**config.mk**
```make
export PLATFORM = sky130hd
export DESIGN_NAME = piso_serializer_flat
export DESIGN_NICKNAME = d
export VERILOG_FILES = /design/src/rtl/piso_serializer_if.sv /design/src/rtl/piso_serializer.sv /design/src/flat_wrapper.sv
export SDC_FILE = /design/constraint.sdc
export NUM_CORES = 1
export LEC_CHECK = 0
export CAP_MARGIN = 20
export CELL_PAD_IN_SITES_DETAIL_PLACEMENT = 0
export CELL_PAD_IN_SITES_GLOBAL_PLACEMENT = 1
export CORE_MARGIN = 4
export CORE_UTILIZATION = 31
export DETAILED_ROUTE_END_ITERATION = 6
export MAX_ROUTING_LAYER = met4
export PLACE_DENSITY_LB_ADDON = 0.1
export SKIP_CTS_REPAIR_TIMING = 1
export SLEW_MARGIN = 20
export SYNTH_ARGS = -nofsm -noshare
export SYNTH_HDL_FRONTEND = slang
export SYNTH_SLANG_ARGS = --single-unit
export TNS_END_PERCENT = 20
```
**constraint.sdc**
```tcl
create_clock -name clk -period 1.63 [get_ports clk]
set_clock_uncertainty 0.15 [all_clocks]
set_input_delay 0.326 -clock clk [delete_from_list [all_inputs] [get_ports clk]]
set_output_delay 0.326 -clock clk [all_outputs]
set_load 0.05 [all_outputs]
```
**src/rtl/piso_serializer_if.sv**
```systemverilog
// piso_serializer_if
//   Load handshake and serial output bundle for piso_serializer.
//   master : the word source / serial consumer side (drives load and enable)
//   slave  : the serializer itself
//   Signals:
//     i_load_valid / i_data / o_load_ready : parallel word load handshake
//     i_en                                 : bit-advance enable
//     o_dat / o_valid / o_last / o_done    : serial bit stream and framing
interface piso_serializer_if #(
    parameter int BITS = 5
);
    logic            i_load_valid;
    logic [BITS-1:0] i_data;
    logic            o_load_ready;
    logic            i_en;
    logic            o_dat;
    logic            o_valid;
    logic            o_last;
    logic            o_done;

    modport master (
        output i_load_valid,
        output i_data,
        output i_en,
        input  o_load_ready,
        input  o_dat,
        input  o_valid,
        input  o_last,
        input  o_done
    );

    modport slave (
        input  i_load_valid,
        input  i_data,
        input  i_en,
        output o_load_ready,
        output o_dat,
        output o_valid,
        output o_last,
        output o_done
    );
endinterface

```
**src/rtl/piso_serializer.sv**
```systemverilog
// piso_serializer
//   Parallel-in, serial-out shift register. A BITS-wide word is taken through
//   a valid/ready handshake and emitted one bit per enabled clock on o_dat.
//   Ports:
//     clk    : system clock, all state changes on posedge
//     i_sclr : synchronous active-high clear, overrides everything
//     bus    : piso_serializer_if.slave (load handshake, enable, serial out)
//   Parameters:
//     BITS      : word width (>= 2)
//     MSB_FIRST : 1 = bit BITS-1 leaves first, 0 = bit 0 leaves first
module piso_serializer #(
    parameter int BITS      = 5,
    parameter bit MSB_FIRST = 1'b1
) (
    input  logic               clk,
    input  logic               i_sclr,
    piso_serializer_if.slave   bus
);
    localparam int CNT_W = (BITS > 1) ? $clog2(BITS) : 1;
    localparam logic [CNT_W-1:0] LAST_CNT = CNT_W'(BITS - 1);

    typedef enum logic {
        IDLE  = 1'b0,
        SHIFT = 1'b1
    } state_t;

    state_t           state_reg;
    logic [BITS-1:0]  sreg_reg;
    logic [CNT_W-1:0] cnt_reg;
    logic             done_reg;

    // Word shifted one place toward the output end, zero-filled at the far end.
    logic [BITS-1:0]  sreg_next;

    genvar gi;
    generate
        for (gi = 0; gi < BITS; gi++) begin : g_shift
            if (MSB_FIRST) begin : g_left
                if (gi == 0) begin : g_fill
                    assign sreg_next[gi] = 1'b0;
                end else begin : g_move
                    assign sreg_next[gi] = sreg_reg[gi-1];
                end
            end else begin : g_right
                if (gi == BITS - 1) begin : g_fill
                    assign sreg_next[gi] = 1'b0;
                end else begin : g_move
                    assign sreg_next[gi] = sreg_reg[gi+1];
                end
            end
        end
    endgenerate

    always_ff @(posedge clk) begin
        if (i_sclr) begin
            state_reg <= IDLE;
            sreg_reg  <= '0;
            cnt_reg   <= '0;
            done_reg  <= 1'b0;
        end else begin
            // done is a single-cycle pulse; only the final consuming edge sets it.
            done_reg <= 1'b0;
            case (state_reg)
                IDLE: begin
                    // i_en has no effect here; only a load moves us on.
                    if (bus.i_load_valid) begin
                        sreg_reg  <= bus.i_data;
                        cnt_reg   <= '0;
                        state_reg <= SHIFT;
                    end
                end
                SHIFT: begin
                    if (bus.i_en) begin
                        if (cnt_reg == LAST_CNT) begin
                            state_reg <= IDLE;
                            done_reg  <= 1'b1;
                            sreg_reg  <= '0;
                            cnt_reg   <= '0;
                        end else begin
                            sreg_reg <= sreg_next;
                            cnt_reg  <= cnt_reg + CNT_W'(1);
                        end
                    end
                end
                default: begin
                    state_reg <= IDLE;
                end
            endcase
        end
    end

    // All outputs are decoded from registered state only, so they are glitch
    // free with respect to the inputs and settle one cycle after each edge.
    logic valid_w;
    assign valid_w          = (state_reg == SHIFT);
    assign bus.o_load_ready = (state_reg == IDLE);
    assign bus.o_valid      = valid_w;
    assign bus.o_dat        = valid_w & (MSB_FIRST ? sreg_reg[BITS-1] : sreg_reg[0]);
    assign bus.o_last       = valid_w && (cnt_reg == LAST_CNT);
    assign bus.o_done       = done_reg;

endmodule

```
**src/flat_wrapper.sv**
```systemverilog
// flat-port wrapper written by rule: the top's interface ports become plain ports
module piso_serializer_flat 
#(
    parameter int BITS      = 5,
    parameter bit MSB_FIRST = 1'b1
)
  (clk, i_sclr, bus_i_load_valid, bus_i_data, bus_i_en, bus_o_load_ready, bus_o_dat, bus_o_valid, bus_o_last, bus_o_done);
  piso_serializer_if #(.BITS(BITS)) bus_i ();
  input  logic clk;
  input  logic i_sclr;
  input wire logic [$bits(bus_i.i_load_valid)-1:0] bus_i_load_valid;
  input wire logic [$bits(bus_i.i_data)-1:0] bus_i_data;
  input wire logic [$bits(bus_i.i_en)-1:0] bus_i_en;
  output wire logic [$bits(bus_i.o_load_ready)-1:0] bus_o_load_ready;
  output wire logic [$bits(bus_i.o_dat)-1:0] bus_o_dat;
  output wire logic [$bits(bus_i.o_valid)-1:0] bus_o_valid;
  output wire logic [$bits(bus_i.o_last)-1:0] bus_o_last;
  output wire logic [$bits(bus_i.o_done)-1:0] bus_o_done;
  assign bus_i.i_load_valid = bus_i_load_valid;
  assign bus_i.i_data = bus_i_data;
  assign bus_i.i_en = bus_i_en;
  assign bus_o_load_ready = bus_i.o_load_ready;
  assign bus_o_dat = bus_i.o_dat;
  assign bus_o_valid = bus_i.o_valid;
  assign bus_o_last = bus_i.o_last;
  assign bus_o_done = bus_i.o_done;
  piso_serializer #(.BITS(BITS), .MSB_FIRST(MSB_FIRST)) u_core (.clk(clk), .i_sclr(i_sclr), .bus(bus_i));
endmodule
```
==> results of run 1 <==
[final cells by class]
class,count,area share (%)
Multi-Input combinational cell,39,33.4
Timing Repair Buffer,25,32.9
Sequential cell,10,25.2
Clock buffer,4,4.42
Tap cell,15,2.29
Inverter,3,1.83
[power by group through the flow]
stage | Sequential [W] | Combinational, W | Clock [W]
floorplan | 0.000276 | 0.0000606 | 0
global placement | 0.000278 | 0.000117 | 0
detailed placement | 0.000277 | 0.000117 | 0
CTS | 0.000272 | 0.000117 | 0.000239
global route | 0.000271 | 0.000149 | 0.000252
finish | 0.000269 | 0.000137 | 0.000230
[kinds of logic after synthesis]
kind of cell    count (synthesis)
simple gates                   20
compound gates                 15
flops                          10
buf+inv                         5
mux                             2
fa+ha+maj                       2
[worst paths after layout]
kind	startpoint	to	depth (start not counted)
hold / removal	u_core.sreg_reg[2]	u_core.sreg_reg[3]	2
setup reg to reg	u_core.cnt_reg[1]	u_core.sreg_reg[2]	6
setup / recovery	u_core.cnt_reg[1]	bus_o_last	5
hold reg to reg	u_core.sreg_reg[2]	u_core.sreg_reg[3]	2
[worst max-delay path, stage by stage (launching register included)]
cell and delay, ns:
sky130_fd_sc_hd__dfxtp_2 0.33, sky130_fd_sc_hd__inv_2 0.06, sky130_fd_sc_hd__ha_4 0.15, sky130_fd_sc_hd__nand2_4 0.06, sky130_fd_sc_hd__nor2_4 0.12, sky130_fd_sc_hd__buf_12 0.14
[layout by cell type, fill, tap and decap left out]
| cell type | instances |
|---|---|
| sky130_fd_sc_hd__clkbuf_4 | 3 |
| sky130_fd_sc_hd__and2_1 | 1 |
| sky130_fd_sc_hd__dfxtp_2 | 2 |
| sky130_fd_sc_hd__nand2_1 | 5 |
| sky130_fd_sc_hd__clkbuf_8 | 1 |
| sky130_fd_sc_hd__nor3_1 | 1 |
| sky130_fd_sc_hd__buf_4 | 12 |
| sky130_fd_sc_hd__nand2b_1 | 1 |
| sky130_fd_sc_hd__nor3_2 | 1 |
| sky130_fd_sc_hd__a21oi_1 | 1 |
| sky130_fd_sc_hd__clkdlybuf4s50_1 | 8 |
| sky130_fd_sc_hd__a32oi_1 | 2 |
| sky130_fd_sc_hd__o311a_1 | 1 |
| sky130_fd_sc_hd__dfxtp_1 | 7 |
| sky130_fd_sc_hd__mux2_2 | 1 |
| sky130_fd_sc_hd__clkinvlp_4 | 1 |
| sky130_fd_sc_hd__a21boi_2 | 1 |
| sky130_fd_sc_hd__o21ai_0 | 4 |
| sky130_fd_sc_hd__ha_4 | 1 |
| sky130_fd_sc_hd__mux2i_1 | 1 |
| sky130_fd_sc_hd__inv_2 | 2 |
| sky130_fd_sc_hd__nand4_1 | 1 |
| sky130_fd_sc_hd__ha_1 | 1 |
| sky130_fd_sc_hd__a211oi_1 | 5 |
| sky130_fd_sc_hd__nand2_2 | 1 |
| sky130_fd_sc_hd__dfxtp_4 | 1 |
| sky130_fd_sc_hd__nor2_4 | 1 |
| sky130_fd_sc_hd__nand2_4 | 1 |
| sky130_fd_sc_hd__a31oi_1 | 1 |
| sky130_fd_sc_hd__nor2_1 | 7 |
| sky130_fd_sc_hd__buf_12 | 5 |
[synthesized netlist by cell type]
cell type,instances
sky130_fd_sc_hd__nand4_1,1
sky130_fd_sc_hd__mux2_2,1
sky130_fd_sc_hd__nor3_2,1
sky130_fd_sc_hd__ha_1,2
sky130_fd_sc_hd__a21oi_1,1
sky130_fd_sc_hd__nand2b_1,1
sky130_fd_sc_hd__o21ai_0,4
sky130_fd_sc_hd__a211oi_1,5
sky130_fd_sc_hd__mux2i_1,1
sky130_fd_sc_hd__a21boi_2,1
sky130_fd_sc_hd__clkbuf_1,1
sky130_fd_sc_hd__nor2_1,8
sky130_fd_sc_hd__and2_1,1
sky130_fd_sc_hd__a31oi_1,1
sky130_fd_sc_hd__o311a_1,1
sky130_fd_sc_hd__inv_1,3
sky130_fd_sc_hd__buf_6,1
sky130_fd_sc_hd__nand2_2,1
sky130_fd_sc_hd__nand2_1,6
sky130_fd_sc_hd__nor3_1,1
sky130_fd_sc_hd__a32oi_1,2
sky130_fd_sc_hd__dfxtp_1,10
[through the flow]
step	total power (W)	setup WS (ns)
3_3_place_gp	0.000395	-0.0525
5_1_grt	0.000671	-0.0568
4_1_cts	0.000628	-0.178
6_report	0.000636	0.00439
2_1_floorplan	0.000337	-0.0756
3_5_place_dp	0.000394	-0.0875
[routing by layer]
metal / vias to the layer above / GRT usage (%)
li1: 246 / -
met5: - / -
met4: 0 / 6.63
met1: 212 / 13.0
met2: 19 / 17.6
met3: 4 / 5.75
==> results.md, run 1 <==
- Dpl cell area: 709 sq um
- Count of antenna-violating nets left after detailed routing: 0
- Total die area: 0.00221 sq mm
- Measured slew at the worst slew-check pin: 0.390 ns
- Number of diodes added for antenna fixing: 0
- Count of buffers inserted at the top-level ports: 13
- Final non-filler cell area: 821 sq um
- Highest layer used for signal routing: met4
- Number of search-and-repair iterations in the first detailed-routing pass: 4
- Min Clock Period, post-route: 1.63 ns
- Proportion of synthesized chip area in sequential cells: 42.3%
- Clock net sink count: 10
- Synth Area in Simple Gates: 19.6%
- Die Span X: 47.1 um
- Area fraction in compound gates after synthesis: 22.8%
- Share of the core filled with cells: 60.1%
- Cell area after technology mapping: 473 sq um
- M1 wire length: 509 um
- Vias in the first global route: 428
- Data required time of the worst path: 1.15 ns
- Part of the total power dissipated in the clock network: 36.2%
- Share of the synthesized area in the top cell type: 42.3%
- Clock input transition at the sequential cells of the worst setup and hold paths: 0.07 ns
- Post-synthesis share of cell area spent on xor and xnor gates: 0%
- Worst slew margin relative to its limit: 73.9%
- Total instance count after detailed placement: 85
- Share of post-route cells with drive strength above 1: 42.0%
- Clock latency at the later pin of the worst-skew pair: 0.27 ns
- Number of non-filler instances in the completed layout: 96
- Minimum hold slack: 0.309 ns
- Detailed router's first-iteration violation count: 13
- Sequential share of power: 42.3%
- Unrepaired setup endpoints after global routing: true
- Count of distinct cell types in the synthesized netlist: 22
- Number of pins with negative max-slew slack in the final report: 0
- Top cells by area, synth: sky130_fd_sc_hd__dfxtp_1 (42%), sky130_fd_sc_hd__a211oi_1 (7.9%), sky130_fd_sc_hd__nor2_1 (6.3%)
- Setup slack of the most critical reg-to-reg path: 0.23 ns
- GRT Overall Usage: 11.9%
- Largest register FFs: 5
- Number of instances in the synthesized netlist: 54
- Number of buffers created by CTS: 3
- F_max: 615 MHz
- Maximum VDD drop: 0.000436 V
- Syn_nets: 65
- Top-Level Pins: 14
- Total detailed-routing wirelength: 1120 um
- Relative contribution of combinational cells to total power: 21.5%
- Critical Path Start Type: flip-flop
- Worst setup path category: reg -> out
- Buffer cell driving the clock tree root: sky130_fd_sc_hd__clkbuf_4
- Core area: 0.00137 sq mm
- Arrival time of data at the critical path endpoint: 1.15 ns
- Final Cycle Share: 99.7%
- Areal power density over the cells: 775 mW/mm^2
- Static leakage: 0.323 nW
- Area overhead of the layout relative to synthesis: 73.5%
- GRT overflow: 0
- Number of nets in the final layout: 93
- DRC viols: 0
- Clock tree buffer depth: 2
- Mean post-synth cell area: 8.76 sq um
- Worst Path Max Fanout: 3
- Sw Pwr: 0.000168 W
- Initial antenna violation count: 0
- Dominant combinational cell family by area after synthesis: compound AO/OA/AOI/OAI gates
- Vert. Die Dim: 47.1 um
- Largest net degree at the start of global routing: 13
- CTS tree: yes
- Number of fillers in the final layout: 121
- Routed wl met3: 92 um
- Cell accounting for the most synthesized area: sky130_fd_sc_hd__dfxtp_1
- Final sum of negative setup slack: 0 ns
- Wire length on met2: 494 um
- Post-detail-place hpwl: 805 um
- Ratio of routed vias to standard cells: 5.01
- Switching power share of the total: 26.4%
- CP endpoint kind: primary output
- Worst min path class: reg -> reg
- Portion of netlist area occupied by mux cells: 4.50%
- Vias: 481
- Number of register bits inferred by synthesis: 10
- Internal power: 0.000468 W
- Run status: finished clean
- Count of synthesis-stage warnings from yosys: 0
- H-Tree Depth: 1
- Global-route wire length before repair: 1740 um
- Number of core rows: 13
- Adder-cell share of the synthesized area: 5.29%
- WL per Instance: 11.7 um
- Starting utilization of the core area: 34.6%
- Multi-input combinational cell area: 274 sq um
- Max-cap check violation count: 0
- Number of setup violations in the final report: 0
- Final GP Congestion: 0.766
- Register area: 206 sq um
- Hold violation count in the final report: 0
No activity file was read; power rests on OpenSTA's default activity.
==> run 2: changes to the inputs <==
--- a/config.mk
+++ b/config.mk
@@ -5,6 +5,7 @@
 export SDC_FILE = /design/constraint.sdc
 export NUM_CORES = 1
 export LEC_CHECK = 0
+export ABC_CLOCK_PERIOD_IN_PS = 1630
 export CAP_MARGIN = 20
 export CELL_PAD_IN_SITES_DETAIL_PLACEMENT = 0
 export CELL_PAD_IN_SITES_GLOBAL_PLACEMENT = 1
==> constraint.sdc (replaced) <==
create_clock -name clk -period 1.63 [get_ports clk]
set_clock_uncertainty 0.15 [all_clocks]
set_input_delay 0.163 -clock clk [delete_from_list [all_inputs] [get_ports clk]]
set_output_delay 0.163 -clock clk [all_outputs]
set_load 0.05 [all_outputs]
==> results.md, run 2 (same netlist as run 1, synthesis figures left out) <==
- Run status: finished clean
- Initial antenna violation count: 0 (unchanged)
- Count of antenna-violating nets left after detailed routing: 0 (unchanged)
- Share of post-route cells with drive strength above 1: 27.1% (-15 points)
- Total instance count after detailed placement: 80 (-5.9%)
- Largest net degree at the start of global routing: 13 (unchanged)
- Vias: 428 (-11%)
- Measured slew at the worst slew-check pin: 0.385 ns (-0.00557 ns)
- Unrepaired setup endpoints after global routing: false
- Worst Path Max Fanout: 3 (unchanged)
- Dpl cell area: 659 sq um (-7.1%)
- Final GP Congestion: 0.741 (-3.3%)
- Largest incremental delay on the critical path: 0.32 ns (about the same)
- Total detailed-routing wirelength: 1060 um (-5.4%)
- Largest register FFs: 5 (unchanged)
- Min Clock Period, post-route: 1.54 ns (-0.0882 ns)
- Clock input transition at the sequential cells of the worst setup and hold paths: 0.07 ns (about the same)
- Max-cap check violation count: 0 (unchanged)
- Vert. Die Dim: 47.1 um (unchanged)
- DRC viols: 0 (unchanged)
- Commonest non-fill, non-tap cell in the layout: sky130_fd_sc_hd__dfxtp_1
- Worst setup path category: reg -> out
- Final Cycle Share: 94.3% (-5.4 points)
- Buffer cell driving the clock tree root: sky130_fd_sc_hd__clkbuf_4
- GRT Overall Usage: 11.4% (-0.51 points)
- Number of pins with negative max-slew slack in the final report: 0 (unchanged)
- F_max: 650 MHz (+5.7%)
- Die Span X: 47.1 um (unchanged)
- GRT overflow: 0 (unchanged)
- Clock tree buffer depth: 2 (unchanged)
- H-Tree Depth: 1 (unchanged)
- Ratio of routed vias to standard cells: 5.04 (+0.50%)
- Cell breakdown of the critical path: inv_1 > ha_4 > nand2_2 > nor2_4 > buf_12
- Buffers & Inverters on Critical Path: 2 (unchanged)
- Starting utilization of the core area: 34.6% (unchanged)
- Worst min path class: reg -> reg
- Areal power density over the cells: 844 mW/mm^2 (+8.9%)
- Number of setup violations in the final report: 0 (unchanged)
- Number of core rows: 13 (unchanged)
- Core area: 0.00137 sq mm (unchanged)
- Overall power consumption: 0.000606 W (-4.7%)
- Number of buffers created by CTS: 3 (unchanged)
- Clock net sink count: 10 (unchanged)
- Area overhead of the layout relative to synthesis: 51.9%
- CTS tree: yes
- Total die area: 0.00221 sq mm (unchanged)
- Global-route wire length before repair: 1680 um (-3.6%)
- Top-Level Pins: 14 (unchanged)
- CP endpoint kind: primary output
- Count of buffers inserted at the top-level ports: 13 (unchanged)
- Worst slew margin relative to its limit: 74.3% (+0.37 points)
- Most frequent cells in the layout: sky130_fd_sc_hd__dfxtp_1 (9), sky130_fd_sc_hd__clkdlybuf4s50_1 (8), sky130_fd_sc_hd__nor2_1 (7)
- Critical path's top delay family: flip-flops
- Clock latency at the later pin of the worst-skew pair: 0.26 ns (about the same)
- Vias in the first global route: 386 (-9.8%)
- Number of non-filler instances in the completed layout: 85 (-11%)
- Arrival time of data at the critical path endpoint: 1.22 ns (+0.07 ns)
- Standard cell with the maximum stage delay on the critical path: sky130_fd_sc_hd__dfxtp_1
- Detailed router's first-iteration violation count: 7 (-6)
- Maximum VDD drop: 0.000489 V (+12%)
- Post-detail-place hpwl: 788 um (-2.2%)
- Data required time of the worst path: 1.32 ns (+0.17 ns)
- Hold violation count in the final report: 0 (unchanged)
- Number of nets in the final layout: 82 (-12%)
- Critical Path Start Type: flip-flop
- WL per Instance: 12.5 um (+6.9%)
- Static leakage: 0.265 nW (-18%)
- Number of diodes added for antenna fixing: 0 (unchanged)
- Number of search-and-repair iterations in the first detailed-routing pass: 3 (-1)
- Final non-filler cell area: 718 sq um (-12%)
## run 2: changes by cell type in the layout (fill, tap and decap cells not counted)
cell / before / now
sky130_fd_sc_hd__dfxtp_1: 7 / 9
sky130_fd_sc_hd__buf_4: 12 / 2
sky130_fd_sc_hd__nand2_2: 1 / 2
sky130_fd_sc_hd__dfxtp_2: 2 / 0
sky130_fd_sc_hd__nand2_4: 1 / 0
sky130_fd_sc_hd__buf_12: 5 / 4
sky130_fd_sc_hd__inv_1: 0 / 2
sky130_fd_sc_hd__inv_2: 2 / 0
## run 2: per-layer routing
metal / track usage [%] / share of wire, %
met3: 5.75 / 6.2
met1: 13.6 / 48
met4: 3.31 / 0.57
met5: - / 0
met2: 16.8 / 45
## run 2: stage by stage
| stage | setup slack (ns) | setup TNS, ns | util [%] | hold WS (ns) |
|---|---|---|---|---|
| 6_report | 0.0926 | 0 | 52.6 | 0.309 |
| 5_1_grt | 0.0138 | 0 | 52.6 | 0.340 |
| 2_1_floorplan | -0.00176 | -0.00176 | - | 0.103 |
| 4_1_cts | -0.0385 | -0.0385 | 50.9 | 0.314 |
| 3_5_place_dp | 0.0733 | 0 | 48.3 | 0.301 |
| 3_3_place_gp | 0.0791 | 0 | 48.3 | 0.308 |
## run 2: worst reg2reg max path: cells and delay by family, from the launching register on
family,cells,cell delay [ns]
compound gates,1,0.21
fa+ha+maj,1,0.18
flops,1,0.35
buf+inv,2,0.21
simple gates,2,0.17
## run 2: worst paths after layout
| check | startpoint | endpoint | slack, ns | depth (start not counted) |
|---|---|---|---|---|
| max reg2reg | u_core.cnt_reg[0] | u_core.bus.o_valid | 0.26 | 6 |
| max | u_core.cnt_reg[0] | bus_o_last | 0.09 | 5 |
| min reg2reg | u_core.sreg_reg[3] | u_core.sreg_reg[4] | 0.31 | 2 |
| min | u_core.sreg_reg[3] | u_core.sreg_reg[4] | 0.31 | 2 |
## run 2: cell type report
type / count / area, sq um
Clock buffer: 4 / 36.3
Fill cell: 142 / 648
Inverter: 3 / 15.0
Multi-Input combinational cell: 39 / 269
Sequential cell: 10 / 204
Tap cell: 15 / 18.8
Timing Repair Buffer: 14 / 175
## run 2: power by group
| part | total, W | switching, W | internal (W) |
|---|---|---|---|
| Sequential | 0.000272 | 0.0000138 | 0.000258 |
| Combinational | 0.000111 | 0.0000549 | 0.0000564 |
| Clock | 0.000223 | 0.0000872 | 0.000136 |
==> run 3: changes to the inputs <==
--- a/config.mk
+++ b/config.mk
@@ -9,7 +9,7 @@
 export CAP_MARGIN = 20
 export CELL_PAD_IN_SITES_DETAIL_PLACEMENT = 0
 export CELL_PAD_IN_SITES_GLOBAL_PLACEMENT = 1
-export CORE_MARGIN = 4
+export CORE_MARGIN = 3
 export CORE_UTILIZATION = 31
 export DETAILED_ROUTE_END_ITERATION = 6
 export MAX_ROUTING_LAYER = met4
==> results.md, run 3 (same netlist as run 1, synthesis figures left out) <==
- Total die area: 0.00203 sq mm (-8.3%)
- Final sum of negative setup slack: 0 ns (unchanged)
- Sequential share of power: 48.9% (+4.0 points)
- Measured slew at the worst slew-check pin: 0.379 ns (-0.00604 ns)
- Relative contribution of combinational cells to total power: 19.5% (+1.1 points)
- Worst setup path category: reg -> out
- Buffer cell driving the clock tree root: sky130_fd_sc_hd__clkbuf_4
- Worst slew margin relative to its limit: 74.7% (+0.40 points)
- Data required time of the worst path: 1.32 ns (about the same)
- Part of the total power dissipated in the clock network: 31.6% (-5.2 points)
- Maximum VDD drop: 0.000317 V (-35%)
- Top-Level Pins: 14 (unchanged)
- CP endpoint kind: primary output
- Largest register FFs: 5 (unchanged)
- Number of nets in the final layout: 81 (-1.2%)
- Total detailed-routing wirelength: 973 um (-8.3%)
- WL per Instance: 11.6 um (-7.2%)
- GRT overflow: 0 (unchanged)
- Number of setup violations in the final report: 0 (unchanged)
- Clock latency at the later pin of the worst-skew pair: 0.26 ns (about the same)
- Sw Pwr: 0.000149 W (-4.5%)
- Ratio of routed vias to standard cells: 5.11 (+1.4%)
- Worst slack at placement: 0.0638 ns (-0.00950 ns)
- Die Span X: 45.1 um (-4.2%)
- Final GP Congestion: 0.737 (-0.57%)
- Arrival time of data at the critical path endpoint: 1.25 ns (+0.03 ns)
- F_max: 639 MHz (-1.8%)
- Clock input transition at the sequential cells of the worst setup and hold paths: 0.06 ns (about the same)
- Share of post-route cells with drive strength above 1: 24.6% (-2.5 points)
- Vias in the first global route: 410 (+6.2%)
- Number of non-filler instances in the completed layout: 84 (-1.2%)
- Post-detail-place hpwl: 759 um (-3.6%)
- Number of core rows: 13 (unchanged)
- Max-cap check violation count: 0 (unchanged)
- Hold violation count in the final report: 0 (unchanged)
- Count of buffers inserted at the top-level ports: 13 (unchanged)
- Critical Path Start Type: flip-flop
- Total instance count after detailed placement: 80 (unchanged)
- Final non-filler cell area: 691 sq um (-3.8%)
- CTS tree: yes
- Minimum hold slack: 0.310 ns (+0.00130 ns)
- Commonest non-fill, non-tap cell in the layout: sky130_fd_sc_hd__dfxtp_1
- DRC viols: 0 (unchanged)
- Number of search-and-repair iterations in the first detailed-routing pass: 2 (-1)
- Hold path cells: 2 (unchanged)
- Static leakage: 0.251 nW (-5.2%)
- Number of buffers created by CTS: 3 (unchanged)
- Switching power share of the total: 26.8% (+1.0 points)
- Count of antenna-violating nets left after detailed routing: 0 (unchanged)
- Detailed router's first-iteration violation count: 8 (+1)
- Internal power: 0.000408 W (-9.4%)
- Starting utilization of the core area: 34.6% (unchanged)
- Areal power density over the cells: 806 mW/mm^2 (-4.5%)
- Worst Path Max Fanout: 3 (unchanged)
- Clock tree buffer depth: 2 (unchanged)
- Dpl cell area: 659 sq um (unchanged)
- Area overhead of the layout relative to synthesis: 46.0%
- Number of pins with negative max-slew slack in the final report: 0 (unchanged)
- Initial antenna violation count: 0 (unchanged)
- Cell depth of the worst flop-to-flop path: 5 (-1)
- Global-route wire length before repair: 1740 um (+3.7%)
- Most frequent cells in the layout: sky130_fd_sc_hd__dfxtp_1 (9), sky130_fd_sc_hd__clkdlybuf4s50_1 (8), sky130_fd_sc_hd__nor2_1 (7)
- Min Clock Period, post-route: 1.57 ns (+0.0283 ns)
- Worst min path class: reg -> reg
- Final Cycle Share: 96.1% (+1.7 points)
- GRT Overall Usage: 12.2% (+0.82 points)
- Slack of the critical path: 0.0643 ns (-0.0283 ns)
- Vias: 429 (+0.23%)
- Number of diodes added for antenna fixing: 0 (unchanged)
- Vert. Die Dim: 45.1 um (-4.2%)
- Clock net sink count: 10 (unchanged)
- Largest net degree at the start of global routing: 13 (unchanged)
- Core area: 0.00137 sq mm (unchanged)
- H-Tree Depth: 1 (unchanged)
- Run status: finished clean
## run 3: changes by cell type in the layout (fill, tap and decap cells not counted)
cell	before	now
sky130_fd_sc_hd__ha_4	1	0
sky130_fd_sc_hd__clkbuf_1	0	1
sky130_fd_sc_hd__ha_2	0	1
sky130_fd_sc_hd__clkbuf_8	1	0
sky130_fd_sc_hd__buf_4	2	1
## run 3: per-layer routing
metal | vias up | GRT usage, % | part of all wire (%)
li1 | 221 | - | -
met1 | 195 | 16.3 | 46
met2 | 11 | 16.1 | 46
met3 | 2 | 4.78 | 6.2
met4 | 0 | 5.26 | 1.0
met5 | - | - | 0
## run 3: cell type report
cell class,instances,area (sq um)
Tap cell,15,18.8
Sequential cell,10,204
Fill cell,144,676
Multi-Input combinational cell,39,259
Timing Repair Buffer,13,168
Inverter,3,15.0
Clock buffer,4,26.3
## run 3: critical path: stages, from the launching register on
cell and delay (ns):
sky130_fd_sc_hd__dfxtp_1 0.33, sky130_fd_sc_hd__inv_1 0.08, sky130_fd_sc_hd__ha_2 0.21, sky130_fd_sc_hd__nand2_2 0.10
sky130_fd_sc_hd__nor2_4 0.13, sky130_fd_sc_hd__buf_12 0.14
## run 3: worst paths after layout
check                          start                 end  slack, ns
setup / recovery   u_core.cnt_reg[0]          bus_o_last       0.06
hold / removal    u_core.sreg_reg[2]  u_core.sreg_reg[3]       0.31
setup reg to reg   u_core.cnt_reg[0]  u_core.sreg_reg[2]       0.26
hold reg to reg   u_core.sreg_reg[2]  u_core.sreg_reg[3]       0.31
## run 3: through the flow
stage	util (%)	total power, W
6_report	50.5	0.000557
5_1_grt	50.5	0.000594
4_1_cts	50.2	0.000568
3_5_place_dp	48.3	0.000387
3_3_place_gp	48.3	0.000388
2_1_floorplan	-	0.000337
## run 3: power groups by stage
stage / Combinational (W) / Clock, W / Sequential (W)
floorplan: 0.0000606 / 0 / 0.000276
CTS: 0.000109 / 0.000187 / 0.000272
detailed placement: 0.000109 / 0 / 0.000278
global placement: 0.000110 / 0 / 0.000278
global route: 0.000120 / 0.000199 / 0.000275
finish: 0.000109 / 0.000176 / 0.000272
